<file path="config.mk">
export PLATFORM = sky130hd
export DESIGN_NAME = multicycle_controller
export DESIGN_NICKNAME = d
export VERILOG_FILES = /design/src/rtl/riscv_ctrl_pkg.sv /design/src/rtl/ctrl_timeout_counter.sv /design/src/rtl/multicycle_controller.sv
export SDC_FILE = /design/constraint.sdc
export NUM_CORES = 1
export LEC_CHECK = 0
export ABC_AREA = 1
export CORE_MARGIN = 3
export CORE_UTILIZATION = 45
export CTS_CLUSTER_DIAMETER = 100
export DETAILED_ROUTE_END_ITERATION = 16
export MAX_ROUTING_LAYER = met4
export PLACE_DENSITY = 0.77
export REMOVE_ABC_BUFFERS = 1
export SKIP_CTS_REPAIR_TIMING = 1
export SLEW_MARGIN = 20
export SYNTH_ARGS = -nofsm -noshare
export SYNTH_HDL_FRONTEND = slang
export SYNTH_SLANG_ARGS = --single-unit
</file>
<file path="constraint.sdc">
create_clock -name clk -period 1.5 [get_ports clk]
set_clock_uncertainty 0.05 [all_clocks]
set_input_delay 0.3 -clock clk [delete_from_list [all_inputs] [get_ports clk]]
set_output_delay 0.3 -clock clk [all_outputs]
set_load 0.01 [all_outputs]
</file>
<file path="src/rtl/riscv_ctrl_pkg.sv">
// riscv_ctrl_pkg: state, opcode, alu_op and imm_sel encodings shared by the multicycle controller.
package riscv_ctrl_pkg;
  typedef enum logic [2:0] {FETCH, DECODE, EXEC, MEM, WB, FAULT} state_t;
  typedef enum logic [2:0] {C_ILL, C_R, C_LOAD, C_STORE, C_BRANCH} cls_t;
  localparam logic [6:0] OP_R      = 7'b0110011;
  localparam logic [6:0] OP_LOAD   = 7'b0000011;
  localparam logic [6:0] OP_STORE  = 7'b0100011;
  localparam logic [6:0] OP_BRANCH = 7'b1100011;
  localparam logic [1:0] ALU_ADD   = 2'b00;
  localparam logic [1:0] ALU_SUB   = 2'b01;
  localparam logic [1:0] ALU_FUNCT = 2'b10;
  localparam logic [1:0] IMM_I     = 2'b00;
  localparam logic [1:0] IMM_S     = 2'b01;
  localparam logic [1:0] IMM_B     = 2'b10;
  localparam logic [1:0] IMM_NONE  = 2'b11;
  function automatic cls_t classify(input logic [6:0] op);
    return op == OP_R ? C_R : op == OP_LOAD ? C_LOAD : op == OP_STORE ? C_STORE :
           op == OP_BRANCH ? C_BRANCH : C_ILL;
  endfunction
  function automatic logic [1:0] imm_of(input cls_t c);
    return c == C_LOAD ? IMM_I : c == C_STORE ? IMM_S : c == C_BRANCH ? IMM_B : IMM_NONE;
  endfunction
endpackage

</file>
<file path="src/rtl/ctrl_timeout_counter.sv">
// ctrl_timeout_counter: counts consecutive stalled cycles; expired flags the stall cycle that hits the limit.
module ctrl_timeout_counter #(
  parameter int TIMEOUT_CYCLES = 15
) (
  input  logic clk,
  input  logic rst_n,
  input  logic count_en,
  input  logic clear,
  output logic expired
);
  localparam int W = $clog2(TIMEOUT_CYCLES + 1);
  logic [W-1:0] count;
  always_ff @(posedge clk or negedge rst_n)
    if (!rst_n) count <= '0;
    else if (clear) count <= '0;
    else if (count_en) count <= count + 1'b1;
  // the edge ending this cycle would bring count to TIMEOUT_CYCLES
  assign expired = count_en && count == W'(TIMEOUT_CYCLES - 1);
endmodule

</file>
<file path="src/rtl/multicycle_controller.sv">
// multicycle_controller: FETCH/DECODE/EXEC/MEM/WB control FSM with memory wait timeout.
// Define CTRL_ILLEGAL_TRAP_EN to fault on illegal opcodes; otherwise they execute as NOPs.
module multicycle_controller
  import riscv_ctrl_pkg::*;
#(
  parameter int TIMEOUT_CYCLES = 15
) (
  input  logic       clk,
  input  logic       rst_n,
  input  logic [6:0] opcode,
  input  logic       mem_ready,
  input  logic       zero,
  output logic       mem_req,
  output logic       mem_read,
  output logic       mem_write,
  output logic       ir_write,
  output logic       pc_write,
  output logic       branch_taken,
  output logic       alu_src,
  output logic [1:0] alu_op,
  output logic [1:0] imm_sel,
  output logic       reg_write,
  output logic       mem_to_reg,
  output logic       fault
);
`ifdef CTRL_ILLEGAL_TRAP_EN
  localparam state_t ILL_NEXT = FAULT;
`else
  localparam state_t ILL_NEXT = FETCH;
`endif
  state_t state;
  cls_t cls_q, cls_d;
  logic [1:0] imm_q;
  logic waiting, expired;
  assign cls_d = classify(opcode);
  assign waiting = state == FETCH || state == MEM;
  ctrl_timeout_counter #(.TIMEOUT_CYCLES(TIMEOUT_CYCLES)) u_timeout (
    .clk(clk),
    .rst_n(rst_n),
    .count_en(waiting && !mem_ready),
    .clear(!waiting || mem_ready),
    .expired(expired)
  );
  always_ff @(posedge clk or negedge rst_n)
    if (!rst_n) begin
      state <= FETCH;
      cls_q <= C_ILL;
      imm_q <= IMM_NONE;
    end else begin
      case (state)
        FETCH:  state <= mem_ready ? DECODE : expired ? FAULT : FETCH;
        DECODE: begin
          cls_q <= cls_d;
          imm_q <= imm_of(cls_d);
          state <= cls_d == C_ILL ? ILL_NEXT : EXEC;
        end
        EXEC:   state <= cls_q == C_R ? WB : cls_q == C_BRANCH ? FETCH : MEM;
        MEM:    state <= mem_ready ? (cls_q == C_LOAD ? WB : FETCH) : expired ? FAULT : MEM;
        WB:     state <= FETCH;
        default: state <= FAULT;
      endcase
    end
  // reset state is FETCH, so FETCH-driven outputs are gated by rst_n to drop immediately
  assign mem_req      = rst_n && waiting;
  assign mem_read     = rst_n && (state == FETCH || (state == MEM && cls_q == C_LOAD));
  assign mem_write    = rst_n && state == MEM && cls_q == C_STORE;
  assign ir_write     = rst_n && state == FETCH && mem_ready;
  assign pc_write     = rst_n && state == FETCH && mem_ready;
  assign branch_taken = state == EXEC && cls_q == C_BRANCH && zero;
  assign alu_src      = state == EXEC && (cls_q == C_LOAD || cls_q == C_STORE);
  assign alu_op       = state != EXEC ? ALU_ADD : cls_q == C_R ? ALU_FUNCT :
                        cls_q == C_BRANCH ? ALU_SUB : ALU_ADD;
  assign imm_sel      = state == DECODE ? imm_of(cls_d) : state == FAULT ? 2'b00 : imm_q;
  assign reg_write    = state == WB;
  assign mem_to_reg   = state == WB && cls_q == C_LOAD;
  assign fault        = state == FAULT;
endmodule

</file>
==> results of run 1 <==
-- worst max-delay path, stage by stage, from the launching register on --
cell     delay (ns)
dfrtp_2        0.45
inv_2          0.08
buf_4          0.12
nand3_4        0.09
nor3b_2        0.22
buf_2          0.17
-- logic make-up after synthesis --
family	count (synthesis)	share of synthesized area [%]
AOI/OAI and AO/OA	11	7.219
xor gates and xnor gates	2	2.151
adders and majority gates	2	3.072
buffers and inverters	20	9.677
DFF	12	37.17
and+or+nand+nor	69	40.71
-- power breakdown --
| group | leakage [nW] | switching (W) | total (W) | internal, W |
|---|---|---|---|---|
| Sequential | 0.134 | 0 | 0.000323 | 0.000323 |
| Clock | 0.0210 | 0.000113 | 0.000260 | 0.000148 |
| Combinational | 0.610 | 0.0000400 | 0.0000790 | 0.0000390 |
| Total | 0.765 | 0.000153 | 0.000663 | 0.000510 |
-- cells in the mapped netlist --
| cell | number |
|---|---|
| nor2_1 | 22 |
| nor4_1 | 1 |
| nor3_1 | 3 |
| buf_4 | 1 |
| inv_2 | 4 |
| nand3_1 | 10 |
| a21oi_1 | 4 |
| nor2_4 | 1 |
| nand4_1 | 1 |
| inv_1 | 15 |
| dfstp_2 | 2 |
| ha_1 | 2 |
| nand3_2 | 2 |
| xnor2_1 | 1 |
| nor3b_1 | 1 |
| o21ai_1 | 1 |
| nand3b_1 | 2 |
| nor3_2 | 1 |
| nand2_1 | 22 |
| o2111ai_1 | 1 |
| xor2_1 | 1 |
| o21ai_0 | 5 |
| nand4_2 | 1 |
| nand2_2 | 2 |
| dfrtp_1 | 10 |
-- registers in the layout, indices dropped and copies added, names as in the netlist --
| name | flops |
|---|---|
| imm_q | 2 |
| cls_q | 3 |
| u_timeout.count | 4 |
| state | 3 |
-- per-layer routing --
layer  global-route usage [%]  vias to the layer above  share of wire (%)
met1                    20.19                      515                 37
met4                    12.80                        0                4.8
li1                         -                      493                  -
met5                        -                        -                  0
met3                    3.988                       16                6.2
met2                    37.39                       69                 51
-- area by class of cell --
type / instances / area share [%]
inverters: 19 / 5.091
well taps: 24 / 2.071
multi-input cells: 84 / 37.62
repair buffers: 58 / 31.67
flip-flops and latches: 12 / 21.05
clock buffers: 4 / 2.502
-- final timing paths --
| kind | start | endpoint | slack (ns) | cells past startpoint |
|---|---|---|---|---|
| setup / recovery | state[0]$_DFF_PN0_ | branch_taken | -0.25 | 5 |
| hold / removal | rst_n | cls_q[2]$_DFFE_PN0P_ | 0.31 | 2 |
| setup reg to reg | state[1]$_DFF_PN0_ | state[2]$_DFF_PN0_ | 0.07 | 9 |
| hold reg to reg | u_timeout.count[0]$_DFF_PN0_ | u_timeout.count[0]$_DFF_PN0_ | 0.47 | 1 |
| max in group asynchronous | rst_n | imm_q[0]$_DFFE_PN1P_ | 0.86 | 2 |
| min in group clk | opcode[2] | state[1]$_DFF_PN0_ | 0.40 | 4 |
-- through the flow --
stage          instances  setup WS [ns]
2_1_floorplan        115        0.05926
3_3_place_gp         190        -0.6670
3_5_place_dp         190        -0.7094
4_1_cts              194        -0.7082
5_1_grt              201        -0.3229
6_report             201        -0.2531
==> flow_metrics.tcl, run 1 <==
set metrics [dict create \
    hold_viol 0 \
    drc 0 \
    synth-seq-area-share_pct 37.17 \
    power_w 0.0006629 \
    seq_area_um2 305.3 \
    ir_drop_mv 0.4534 \
    start_util_pct 50.54 \
    cts.sinks 12 \
    grt_usage_pct 20.63 \
    drtIter0Drc 40 \
    firstDrtPassIters 5 \
    grt_pass1_wl_um 3712 \
    power.density_cell_area_nw_per_um2 457.1 \
    synth_top_area_share_pct 30.72 \
    cts_tree "built" \
    num_vias 1093 \
    fill_cells 77 \
    clkTransAtPathRegs_ns 0.08 \
    root_buffer "clkbuf_4" \
    io_buffers 24 \
    setup_viol 14 \
    syn_area_um2 814.5 \
    holdWs_ns 0.3118 \
    grt_pass1_vias 922 \
    p_leak_nw 0.7653 \
    violations "negative setup slack" \
    fin_crit_ns 1.753 \
    drt_wl_total_um 3273 \
    yosys_register_bits 12 \
    setup.worst_path.end_class "primary output" \
    clockBufferDepth 2 \
    slew_violations 0 \
    synthCells 116 \
    hold_path_class "input port to async pin" \
    wl_per_cell_um 16.28 \
    die_h_um 48.55 \
    hpwlAfterDp_um 1816 \
    dieArea_um2 2357 \
    slew_headroom_pct 83.39 \
    gp_congestion 0.8672 \
    rsz0062_at_grt "yes" \
    clock_latency_ns 0.27 \
    outcome "finished with violations" \
    finalCritPeriodShare_pct 116.9 \
    synthTopCellsByArea "dfrtp_1, nand2_1, nor2_1" \
    drive_gt1_share_pct 51.41 \
    antenna_cells 0 \
    antenna_found_initial 0 \
    final_antenna_net_count 0 \
    tns_ns -2.408 \
    coreArea_um2 1612 \
    cp-start-kind "flop" \
    std_cell_rows 14 \
    cp.arrival_ns 1.40 \
    max_freq_mhz 570.4 \
    synth_top_area_cell "dfrtp_1" \
    io_pins 25 \
    area_delta_synth_final_pct 78.03 \
    dieWidth_um 48.55 \
    avgSynthCellArea_um2 7.022 \
    fin_util_pct 89.98 \
    crit_fanout 5 \
    worst_pin_slew_ns 0.2483 \
    multiInputGateArea_um2 545.5 \
    mostFrequentLayoutCells "buf_4, nand2_1, nor2_1, inv_1, buf_2" \
    fin_area_um2 1450 \
    critical_path_required_ns 1.15 \
    drv_cap 0 \
    ys_types 25 \
    grt.overflow.total 0 \
    vias_per_cell 5.438 \
    crit_type "flop to primary output" \
    fin_ws_ns -0.2531 \
    cts_buffers 3 \
    layout.nets 191 \
    cts_max_level 1 \
    final_common_cell "buf_4" \
    ys_warn_count 0 \
    grt_start_max_net_pins 13 \
    dpl_cell_area_um2 1280 \
]
(Power assumes the default switching activity.)
==> run 2: changes to the inputs <==
--- a/config.mk
+++ b/config.mk
@@ -10,9 +10,9 @@
 export CORE_UTILIZATION = 45
 export CTS_CLUSTER_DIAMETER = 100
 export DETAILED_ROUTE_END_ITERATION = 16
-export MAX_ROUTING_LAYER = met4
 export PLACE_DENSITY = 0.77
 export REMOVE_ABC_BUFFERS = 1
+export SETUP_SLACK_MARGIN = 0.3
 export SKIP_CTS_REPAIR_TIMING = 1
 export SLEW_MARGIN = 20
 export SYNTH_ARGS = -nofsm -noshare
==> run 2 against run 1 <==
The run still ends with negative setup slack left. Clock power increased by 2%. Sequential power about the same. Die area unchanged. Via count increased by 12%. Sequential share of layout area decreased by 1.3 points. First-iteration DRC count increased to 2.7 times the previous value. Total power increased by 1.1%. Combinational power increased by 3.2%. Utilization increased by 6.0 points. Global-route usage decreased by 0.57 points. Flip-flop and latch count unchanged. Worst hold slack improved by 0.0016 ns. Largest cell class unchanged.
==> flow_metrics.tcl, run 2 (synthesis gave the netlist of run 1 again) <==
set metrics [dict create \
    outcome "finished with violations" \
    violations "negative setup slack" \
    critical_path_required_ns 1.15 \
    crit_chain "buf_6 > nand3_4 > nor4_1 > buf_2" \
    fin_util_pct 95.96 \
    crit_buf_inv 2 \
    gp_congestion 0.8536 \
    cts.sinks 12 \
    cts_max_level 1 \
    drc 0 \
    slew_violations 0 \
    dieArea_um2 2357 \
    grt_usage_pct 20.07 \
    drt_wl_total_um 4043 \
    cp.arrival_ns 1.52 \
    firstDrtPassIters 5 \
    coreArea_um2 1612 \
    rsz0062_at_grt "yes" \
    wl_per_cell_um 19.82 \
    clkTransAtPathRegs_ns 0.08 \
    mostFrequentLayoutCells "buf_4, nand2_1, nor2_1, inv_1" \
    hold_path_class "input port to async pin" \
    io_buffers 24 \
    final_antenna_net_count 0 \
    clockBufferDepth 2 \
    p_leak_nw 0.7962 \
    reg_top3 "u_timeout.count (4), cls_q (3), state (3)" \
    clock_latency_ns 0.27 \
    hpwlAfterDp_um 1816 \
    num_vias 1223 \
    grt_use_met1_pct 20.19 \
    dpl_cell_area_um2 1280 \
    grt_pass1_wl_um 3712 \
    cp-start-kind "flop" \
    grt_pass1_vias 922 \
    antenna_cells 0 \
    io_pins 25 \
    drtIter0Drc 106 \
    crit_type "flop to primary output" \
    drv_cap 0 \
    slowest_delay_ns 0.43 \
    top_register "u_timeout.count" \
    fin_crit_ns 1.870 \
    critPathSlowestCell "dfrtp_1" \
    grtUsageMet2_pct 37.39 \
    grt.overflow.total 0 \
    power.density_cell_area_nw_per_um2 433.2 \
    max_freq_mhz 534.7 \
    crit_fanout 4 \
    final_common_cell "buf_4" \
    start_util_pct 50.54 \
    crit_start "state[1]$_DFF_PN0_" \
    grtUsageMet3_pct 3.988 \
    grt_busiest_layer "met2" \
    dieWidth_um 48.55 \
    std_cell_rows 14 \
    grt_start_max_net_pins 13 \
    tns_ns -3.336 \
    reg2reg_from "u_timeout.count[0]$_DFF_PN0_" \
    fill_cells 39 \
    setup_viol 15 \
    area_delta_synth_final_pct 89.86 \
    cpLargestDelayFamily "simple AND/OR/NAND/NOR gates" \
    vias_per_cell 5.995 \
    cts_buffers 3 \
    layout.nets 194 \
    power_w 0.0006700 \
    fin_area_um2 1546 \
    worst_pin_slew_ns 0.4229 \
    root_buffer "clkbuf_4" \
    fin_ws_ns -0.3702 \
    hold_viol 0 \
    setup.worst_path.end_class "primary output" \
    slew_headroom_pct 71.54 \
    antenna_found_initial 0 \
    drive_gt1_share_pct 56.67 \
    ir_drop_mv 0.4068 \
    die_h_um 48.55 \
    finalCritPeriodShare_pct 124.7 \
    cts_tree "built" \
    largest_reg_flops 4 \
]
run 2: changes by cell type in the layout (fill, tap and decap cells not counted), moves of 2 or more:
cell	change
buf_4	-3
buf_6	+6
nand2_1	-2
nand2_4	+2
nor2_1	-3
nor2_4	+4
o21ai_0	-2
o21ai_1	+2
run 2: per-layer routing:
layer  up-vias  share of wire (%)
met1       541                 34
met4         0                9.0
met3        43                9.1
met2       137                 48
li1        502                  -
met5         -                  0
run 2: final cells by class:
cell class	count	area (um2)	share of cell area [%]
repair buffers	61	504.2	32.61
clock buffers	4	36.28	2.346
inverters	19	76.32	4.935
well taps	24	30.03	1.942
flip-flops and latches	12	305.3	19.74
multi-input cells	84	594.3	38.43
run 2: final timing paths:
kind	endpoint	slack, ns	depth (start not counted)
hold / removal	u_timeout.count[2]$_DFF_PN0_	0.31	2
setup reg to reg	state[1]$_DFF_PN0_	-0.10	8
hold reg to reg	u_timeout.count[0]$_DFF_PN0_	0.48	1
setup / recovery	mem_write	-0.37	4
max in group asynchronous	imm_q[1]$_DFFE_PN1P_	0.86	2
min in group clk	cls_q[0]$_DFFE_PN0P_	0.40	5
run 2: worst reg2reg max path, cell delays in order (launching register included):
cell and delay [ns]:
dfrtp_1 0.45, inv_1 0.09, ha_2 0.18, inv_2 0.04
nor2_4 0.14, nand3b_1 0.15, nand2_1 0.07, nor2_1 0.18
nand2_1 0.12
run 2: power breakdown:
part	internal (W)	total (W)	switching, W
sequential	0.000323	0.000323	0
combinational	0.0000390	0.0000815	0.0000425
clock	0.000147	0.000265	0.000118
total	0.000510	0.000670	0.000160
run 2: metrics by stage:
step                      instances  hold slack, ns  setup WS (ns)
after floorplan                 115        -0.04559        0.05926
after global placement          190          0.4202        -0.6670
after detailed placement        190          0.4406        -0.7094
after CTS                       194          0.3116        -0.7082
after global routing            204          0.3310        -0.4171
final                           204          0.3134        -0.3702
==> run 3: changes to the inputs <==
--- a/config.mk
+++ b/config.mk
@@ -10,6 +10,7 @@
 export CORE_UTILIZATION = 45
 export CTS_CLUSTER_DIAMETER = 100
 export DETAILED_ROUTE_END_ITERATION = 16
+export GPL_TIMING_DRIVEN = 0
 export PLACE_DENSITY = 0.77
 export REMOVE_ABC_BUFFERS = 1
 export SETUP_SLACK_MARGIN = 0.3
==> run 3 against run 2 <==
The flow still finishes with violations (negative setup slack). Non-clock buffer count fell by 22. Flip-flop and latch count did not move. Sequential share of layout area rose by 3.5 points. Total power fell by 3.8%. Worst hold slack improved by 0.062 ns. Combinational power fell by 20%. Clock-buffer cell count did not move. Routed wire length fell by 41%. Die area did not move. Sequential power barely moved. Largest cell class unchanged. Largest power group unchanged. Highest routed layer unchanged.
==> flow_metrics.tcl, run 3 (synthesis gave the netlist of run 1 again) <==
set metrics [dict create \
    coreArea_um2 1612 \
    root_buffer "clkbuf_4" \
    cts_max_level 1 \
    final_antenna_net_count 0 \
    fill_cells 105 \
    crit_fanout 5 \
    cp.arrival_ns 1.37 \
    place_ws_ns -1.080 \
    critical_path_required_ns 1.15 \
    drc 0 \
    drtIter0Drc 14 \
    num_vias 934 \
    crit_chain "buf_4 > nand3_2 > nor3b_2 > buf_2" \
    crit_buf_inv 2 \
    cts_tree "built" \
    slew_headroom_pct 70.98 \
    grt_start_max_net_pins 14 \
    grt_pass1_vias 699 \
    p_leak_nw 0.6961 \
    hpwlAfterDp_um 1435 \
    mostFrequentLayoutCells "nand2_1, nor2_1, inv_1, buf_4, buf_2" \
    rsz0062_at_grt "yes" \
    io_pins 25 \
    cpLargestDelayFamily "flip-flops" \
    grt_usage_pct 16.30 \
    swShare_pct 22.22 \
    crit_type "flop to primary output" \
    std_cell_rows 14 \
    clockBufferDepth 2 \
    hold_viol 0 \
    grt.overflow.total 0 \
    slew_violations 0 \
    multiInputGateArea_um2 548.0 \
    reg_top3 "u_timeout.count (4), cls_q (3), state (3)" \
    firstDrtPassIters 4 \
    layout.nets 172 \
    antenna_cells 0 \
    p_int_w 0.0005016 \
    clock_latency_ns 0.28 \
    final_common_cell "nand2_1" \
    power_frac_clock_pct 39.7 \
    power_w 0.0006449 \
    grt_pass1_wl_um 2967 \
    p_seq_share_pct 50.2 \
    io_buffers 24 \
    critPathSlowestCell "dfrtp_1" \
    final_cells 182 \
    fin_ws_ns -0.2186 \
    worst_pin_slew_ns 0.4339 \
    gp_congestion 0.8226 \
    wl_per_cell_um 13.13 \
    seq_area_um2 305.3 \
    vias_per_cell 5.132 \
    setup_viol 13 \
    combPwrFrac_pct 10.2 \
    placed_cells 163 \
    finalCritPeriodShare_pct 114.6 \
    largest_reg_flops 4 \
    dieArea_um2 2357 \
    drt_wl_total_um 2389 \
    outcome "finished with violations" \
    dieWidth_um 48.55 \
    drive_gt1_share_pct 46.20 \
    clkTransAtPathRegs_ns 0.07 \
    antenna_found_initial 0 \
    max_freq_mhz 581.9 \
    start_util_pct 50.54 \
    cts.sinks 12 \
    fin_crit_ns 1.719 \
    ir_drop_mv 0.6748 \
    cts_buffers 3 \
    cp-start-kind "flop" \
    power_switching_w 0.0001433 \
    drv_cap 0 \
    top_register "u_timeout.count" \
    die_h_um 48.55 \
    violations "negative setup slack" \
    slowest_delay_ns 0.42 \
    power.density_cell_area_nw_per_um2 491.8 \
    hold_path_class "input port to flop" \
    setup.worst_path.end_class "primary output" \
    area_delta_synth_final_pct 60.98 \
]
[run 3: cell count changes in the layout (fill, tap and decap cells not counted), moves of 2 or more]
cell	change
nor2_4	-4
buf_4	-19
buf_6	-7
nor2_1	+3
nand2_4	-2
dlygate4sd3_1	+2
[run 3: tightest hold or removal path: cells and delay by family]
kind / cells / cell delay [ns]
AOI/OAI and AO/OA: 1 / 0.07
buffers and inverters: 1 / 0.15
and+or+nand+nor: 2 / 0.14
[run 3: routing by layer]
layer  wire, um  GRT usage, %  vias to the layer above
met1        967         19.08                      420
met4         61         11.37                        0
li1           -             -                      460
met3        117         3.067                        6
met5          0             0                        -
met2       1242         26.83                       48
[run 3: worst paths after layout]
path                            cells after the start                  from  slack (ns)                   end
worst max-delay path                                4    state[1]$_DFF_PN0_       -0.22          branch_taken
worst min-delay path                                4             opcode[2]        0.37    state[1]$_DFF_PN0_
worst max register to register                      9    state[0]$_DFF_PN0_        0.08    state[1]$_DFF_PN0_
worst min register to register                      2  imm_q[0]$_DFFE_PN1P_        0.46  imm_q[0]$_DFFE_PN1P_
max in group asynchronous                           2                 rst_n        0.61    state[0]$_DFF_PN0_
min in group asynchronous                           2                 rst_n        0.46  cls_q[1]$_DFFE_PN0P_
[run 3: cell type report]
| cell class | instances | area share (%) |
|---|---|---|
| inverter | 19 | 5.821 |
| sequential | 12 | 23.28 |
| timing repair buffer | 39 | 24.05 |
| tap | 24 | 2.290 |
| clock buffer | 4 | 2.767 |
| multi-input combinational | 84 | 41.79 |
[run 3: power groups by stage]
stage | Clock (W) | Sequential [W] | Combinational, W
after global routing | 0.000278 | 0.000323 | 0.0000723
after floorplan | 0 | 0.000330 | 0.0000135
after detailed placement | 0 | 0.000330 | 0.0000527
final | 0.000256 | 0.000324 | 0.0000656
after CTS | 0.000263 | 0.000324 | 0.0000528
after global placement | 0 | 0.000330 | 0.0000514
[run 3: per-stage QoR]
step                utilization, %  hold slack [ns]  area, um2  TNS, ns
global placement             66.85           0.4217       1077   -7.272
global route                 81.37           0.3990       1311   -2.974
floorplan                        -         -0.04559      807.0        0
finish                       81.37           0.3749       1311   -2.040
CTS                          69.10           0.3312       1114   -9.570
detailed placement           66.85           0.4355       1077   -7.448
